<file path="src/rtl/stage_fetch.sv">
// Instruction fetch stage: owns the PC, issues word fetches, and buffers
// in-order responses in a small circular queue feeding decode.
module stage_fetch #(
   parameter logic [31:0] RESET_PC    = 32'h0000_0000,
   parameter int unsigned QUEUE_DEPTH = 2
) (
   input  logic        clk,
   input  logic        rst,
   output logic        imem_req,
   output logic [31:0] imem_addr,
   input  logic        imem_gnt,
   input  logic        imem_rvalid,
   input  logic [31:0] imem_rdata,
   input  logic        redirect,
   input  logic [31:0] redirect_addr,
   input  logic        stall,
   output logic        fetch_valid,
   output logic [31:0] instr,
   output logic [31:0] fetch_instr_addr,
   output logic [31:0] fetch_instr_addr_plus
);

   localparam int unsigned PTR_W = (QUEUE_DEPTH > 1) ? $clog2(QUEUE_DEPTH) : 1;
   localparam int unsigned CNT_W = $clog2(QUEUE_DEPTH + 1);
   localparam int unsigned SUM_W = CNT_W + 1;
   localparam logic [31:0] NOP   = 32'h0000_0013;

   logic [31:0]            pc;
   logic [31:0]            q_addr [QUEUE_DEPTH];
   logic [31:0]            q_data [QUEUE_DEPTH];
   logic [QUEUE_DEPTH-1:0] q_filled;
   logic [PTR_W-1:0]       head;
   logic [PTR_W-1:0]       tail;
   logic [CNT_W-1:0]       count;
   logic [CNT_W-1:0]       pend_cnt;
   logic [CNT_W-1:0]       discard_cnt;

   logic                   grant;
   logic                   pop;
   logic                   fill;
   logic                   drop;
   logic                   rsp_used;
   logic [PTR_W-1:0]       fill_idx;
   logic [SUM_W-1:0]       occupancy;
   logic                   unused_addr_bits;

   assign unused_addr_bits = ^redirect_addr[1:0];
   assign imem_addr        = pc;

   // Handshake decode; a slot freed by this cycle's pop may be re-requested.
   always_comb begin
      fill_idx    = tail - PTR_W'(pend_cnt);
      fetch_valid = (count != '0) && q_filled[head];
      pop         = fetch_valid && !stall && !redirect;
      occupancy   = SUM_W'(count) + SUM_W'(discard_cnt) - SUM_W'(pop);
      imem_req    = !rst && !redirect && (occupancy < SUM_W'(QUEUE_DEPTH));
      grant       = imem_req && imem_gnt;
      drop        = imem_rvalid && (discard_cnt != '0);
      fill        = imem_rvalid && (discard_cnt == '0) && (pend_cnt != '0);
      rsp_used    = drop || fill;
   end

   always_comb begin
      instr                 = NOP;
      fetch_instr_addr      = '0;
      fetch_instr_addr_plus = '0;
      if (fetch_valid) begin
         instr                 = q_data[head];
         fetch_instr_addr      = q_addr[head];
         fetch_instr_addr_plus = q_addr[head] + 32'd4;
      end
   end

   // Control state; redirect wins over grant, pop and stall.
   always_ff @(posedge clk or posedge rst) begin
      if (rst) begin
         pc          <= RESET_PC;
         head        <= '0;
         tail        <= '0;
         count       <= '0;
         pend_cnt    <= '0;
         discard_cnt <= '0;
         q_filled    <= '0;
      end else if (redirect) begin
         pc          <= {redirect_addr[31:2], 2'b00};
         head        <= '0;
         tail        <= '0;
         count       <= '0;
         pend_cnt    <= '0;
         discard_cnt <= discard_cnt + pend_cnt - CNT_W'(rsp_used);
         q_filled    <= '0;
      end else begin
         if (grant) begin
            pc             <= pc + 32'd4;
            tail           <= tail + PTR_W'(1);
            q_filled[tail] <= 1'b0;
         end
         if (fill) begin
            q_filled[fill_idx] <= 1'b1;
         end
         if (pop) begin
            head <= head + PTR_W'(1);
         end
         if (drop) begin
            discard_cnt <= discard_cnt - CNT_W'(1);
         end
         count    <= count + CNT_W'(grant) - CNT_W'(pop);
         pend_cnt <= pend_cnt + CNT_W'(grant) - CNT_W'(fill);
      end
   end

   // Payload storage needs no reset; q_filled and count qualify it.
   always_ff @(posedge clk) begin
      if (grant) begin
         q_addr[tail] <= pc;
      end
      if (fill) begin
         q_data[fill_idx] <= imem_rdata;
      end
   end

endmodule

</file>
<file path="config.mk">
export PLATFORM = sky130hd
export DESIGN_NAME = stage_fetch
export DESIGN_NICKNAME = d
export VERILOG_FILES = /design/src/rtl/stage_fetch.sv
export SDC_FILE = /design/constraint.sdc
export NUM_CORES = 1
export LEC_CHECK = 0
export ABC_AREA = 0
export CAP_MARGIN = 25
export CORE_ASPECT_RATIO = 1.4
export CORE_MARGIN = 1.5
export CORE_UTILIZATION = 30
export DETAILED_ROUTE_END_ITERATION = 10
export PLACE_DENSITY = 0.58
export SKIP_CTS_REPAIR_TIMING = 1
export SKIP_LAST_GASP = 1
export SYNTH_ARGS = -nofsm -noshare
export SYNTH_HDL_FRONTEND = slang
export SYNTH_SLANG_ARGS = --single-unit
</file>
<file path="constraint.sdc">
create_clock -name clk -period 5.15 [get_ports clk]
set_clock_uncertainty 0.05 [all_clocks]
set_input_delay 1.03 -clock clk [delete_from_list [all_inputs] [get_ports clk]]
set_output_delay 1.03 -clock clk [all_outputs]
set_load 0.005 [all_outputs]
</file>
==> impl_metrics.yaml <==
hold_path:
  whs_path_depth: 2
  hold_class: "register to register"
  min_to: "q_filled[1]"
  min-delay-start: "q_filled[1]"
power_and_ir_drop:
  max-vdd-ir-drop_uv: 259.6
  p_sw_mw: 0.8190
  p_clk_frac: 0.366
  total_power_mw: 3.163
  swShare: 0.2589
  seqPwrFrac: 0.506
  internal_power_mw: 2.344
  cellLeakagePower_nw: 3.720
  powerDensity_nw_per_um2: 286.0
  pwr-share-comb: 0.129
global_route:
  antenna_found_initial: 0
  grt_usage: 0.1577
  grt_pass1_wl_um: 33990
  overflow: 0
  grt_pass1_vias: 6014
  grt_start_max_net_pins: 83
placement:
  placed_cells: 1261
  place.gp.congestion: 0.8197
  place_hpwl_um: 16110
  numPortBuffers: 191
  place_area_um2: 10530
floorplan:
  die_area_um2: 28200
  core_area_um2: 26830
  die_y_um: 198.1
  die_width_um: 142.4
  placementRows: 71
  initial_utilization: 0.3041
  io_pins: 200
setup_path:
  critPathKind: "register to output pin"
  reg2reg_from: "head"
  crit_fanout: 36
  crit_path_end_kind: "output pin"
  crit_start: "head"
  r2r_end: "imem_addr[11]"
  slowest_stage: "a222oi_1"
  cpPeakStageDelay_ps: 670
  cp.arrival_ps: 3720
  rrSetupSlack_ps: 1190
  start_kind: "register"
  reg2reg_depth: 13
  crit_required_ps: 4070
  path_cells: "nand4b_1 -> a222oi_1 -> nand3_1 -> buf_4 -> o31a_1 -> nor3_1 -> clkdlybuf4s50_1"
synthesis:
  seq_area_frac_synth: 0.5791
  synth.most_common_cell: "edfxtp_1"
  syn_inst: 723
  yosys_warnings: 0
  synthTopCellsByArea: "edfxtp_1 (46%), dfrtp_1 (12%), mux2i_1 (7.4%)"
  avgSynthCellArea_um2: 11.28
  synthDistinctLibCells: 61
  synth-async-reset-ratio: 0.2439
  synth_top_area_frac: 0.4564
  syn-cell-area_um2: 8158
  ys_ff_latch: 164
  synth_top_area_cell: "edfxtp_1"
  synthFlopType: "edfxtp_1"
  synth_edf_count: 124
  synth_common_cells: "edfxtp_1 (124), nor2_1 (100), nand2_1 (62)"
route:
  drc: 0
  routedWlPerCell_um: 17.00
  viasPerCell: 4.852
  dr.pass1.iters: 5
  drtAntennaViolNets: 0
  drt-initial-drc-count: 309
  via_count: 6273
  drt-total-wl_um: 21980
clocking:
  clk_pin_slew_ps: 60
  cts_tree: "built"
  cts-buffers-inserted: 17
  clock-sinks: 164
  cts_max_level: 4
  clockBufferDepth: 2
  clockRootBuffer: "clkbuf_16"
  worst_skew_pair.late_latency_ps: 430
run_status:
  status: "finished clean"
final_layout:
  design_area_um2: 11060
  area_growth_pct: 35.57
  stdcell_count: 1293
  utilization: 0.4122
  num_antenna_cells: 0
  num-nets-final: 997
  drive_above_1_share: 0.06358
timing:
  period_needed_ps: 4803
  fmax_mhz: 208.2
  hold_viol: 0
  tightest_slew_ps: 914.0
  setup-tns-final_ps: 0
  max_slew_margin: 0.3851
  fin_crit_sh: 0.9326
  finalSetupViolations: 0
  drv_slew: 0
  grt_setup_unrepaired: "false"
run:
  max_cap_violations: 0
[per-layer routing]
| layer | global-route usage | up-vias | wire (µm) |
|---|---|---|---|
| met5 | 0 | - | 0 |
| met4 | 0.06033 | 0 | 476 |
| met3 | 0.02709 | 28 | 978 |
| met2 | 0.2634 | 174 | 10700 |
| met1 | 0.2038 | 3001 | 9817 |
| li1 | - | 3070 | - |
[critical path: cells and delay by family (launching register included)]
family / cells / cell delay (ps)
AOI/OAI and AO/OA: 2 / 940
buffers and inverters: 2 / 830
and+or+nand+nor: 3 / 870
DFF: 1 / 660
[layout by cell type (no fill, tap or decap), types with 4 or more instances in the layout]
| cell type | count |
|---|---|
| or3_1 | 6 |
| dfrtp_1 | 39 |
| mux2i_1 | 60 |
| clkbuf_16 | 17 |
| buf_4 | 17 |
| and2_1 | 6 |
| conb_1 | 6 |
| nand2_1 | 62 |
| nand3b_1 | 4 |
| o31a_1 | 7 |
| xnor2_1 | 19 |
| o21ai_0 | 33 |
| nand2b_1 | 9 |
| nand4_1 | 17 |
| a21oi_1 | 13 |
| nor3_1 | 15 |
| a221o_1 | 12 |
| o311ai_0 | 6 |
| clkdlybuf4s50_1 | 191 |
| a31oi_1 | 6 |
| clkinvlp_4 | 4 |
| inv_1 | 20 |
| o211ai_1 | 5 |
| edfxtp_1 | 124 |
| xor2_1 | 5 |
| nor4_1 | 10 |
| nor2b_1 | 4 |
| ha_1 | 11 |
| nand3_1 | 39 |
| nor2_1 | 98 |
[layout make-up]
| cell class | instances | area [µm²] |
|---|---|---|
| sequential | 164 | 4728 |
| timing repair buffer | 209 | 2067 |
| tap | 365 | 456.7 |
| clock inverter | 13 | 101.3 |
| multi-input combinational | 502 | 3194 |
| fill | 2611 | 15770 |
| inverter | 21 | 78.83 |
| clock buffer | 19 | 432.9 |
[logic make-up (layout without fill, tap and decap cells)]
logic type / count (synthesis) / count (layout) / synth area share
simple gates: 289 / 289 / 0.1710
compound gates: 109 / 109 / 0.09295
buf+inv: 62 / 262 / 0.03497
mux: 62 / 62 / 0.07638
xor+xnor: 24 / 24 / 0.02577
fa+ha+maj: 12 / 12 / 0.01933
other cells: 1 / 6 / 0.0004597
flops: 164 / 164 / 0.5791
[power groups by stage]
stage	Combinational (mW)	Clock [mW]	Sequential, mW
after global placement	0.402	0	1.62
after detailed placement	0.410	0	1.63
after floorplan	0.222	0	1.60
after CTS	0.413	1.19	1.60
after global routing	0.454	1.25	1.61
final	0.407	1.16	1.60
[worst max-delay path by stage]
stage	endpoint	cells past startpoint
floorplan	q_addr[1][10]	17
global placement	imem_req	8
detailed placement	imem_addr[11]	12
CTS	fetch_instr_addr_plus[27]	7
global route	fetch_instr_addr_plus[27]	7
finish	fetch_instr_addr_plus[27]	7
[state kept, by name (all words and copies together), names as in the netlist]
| register | flops |
|---|---|
| pend_cnt | 2 |
| q_filled | 2 |
| q_data | 64 |
| tail | 1 |
| head | 1 |
| discard_cnt | 2 |
| q_addr | 60 |
| count | 2 |
| imem_addr | 30 |
[per-stage QoR]
stage | worst slack (ps) | hold WS, ps
6_report | 346.9 | 477.3
5_1_grt | 103.8 | 532.7
4_1_cts | 296.3 | 470.5
3_5_place_dp | 573.7 | 455.2
3_3_place_gp | 618.5 | 441.6
2_1_floorplan | 276.9 | 423.8
Note: power is estimated with default switching activity, not from simulation.
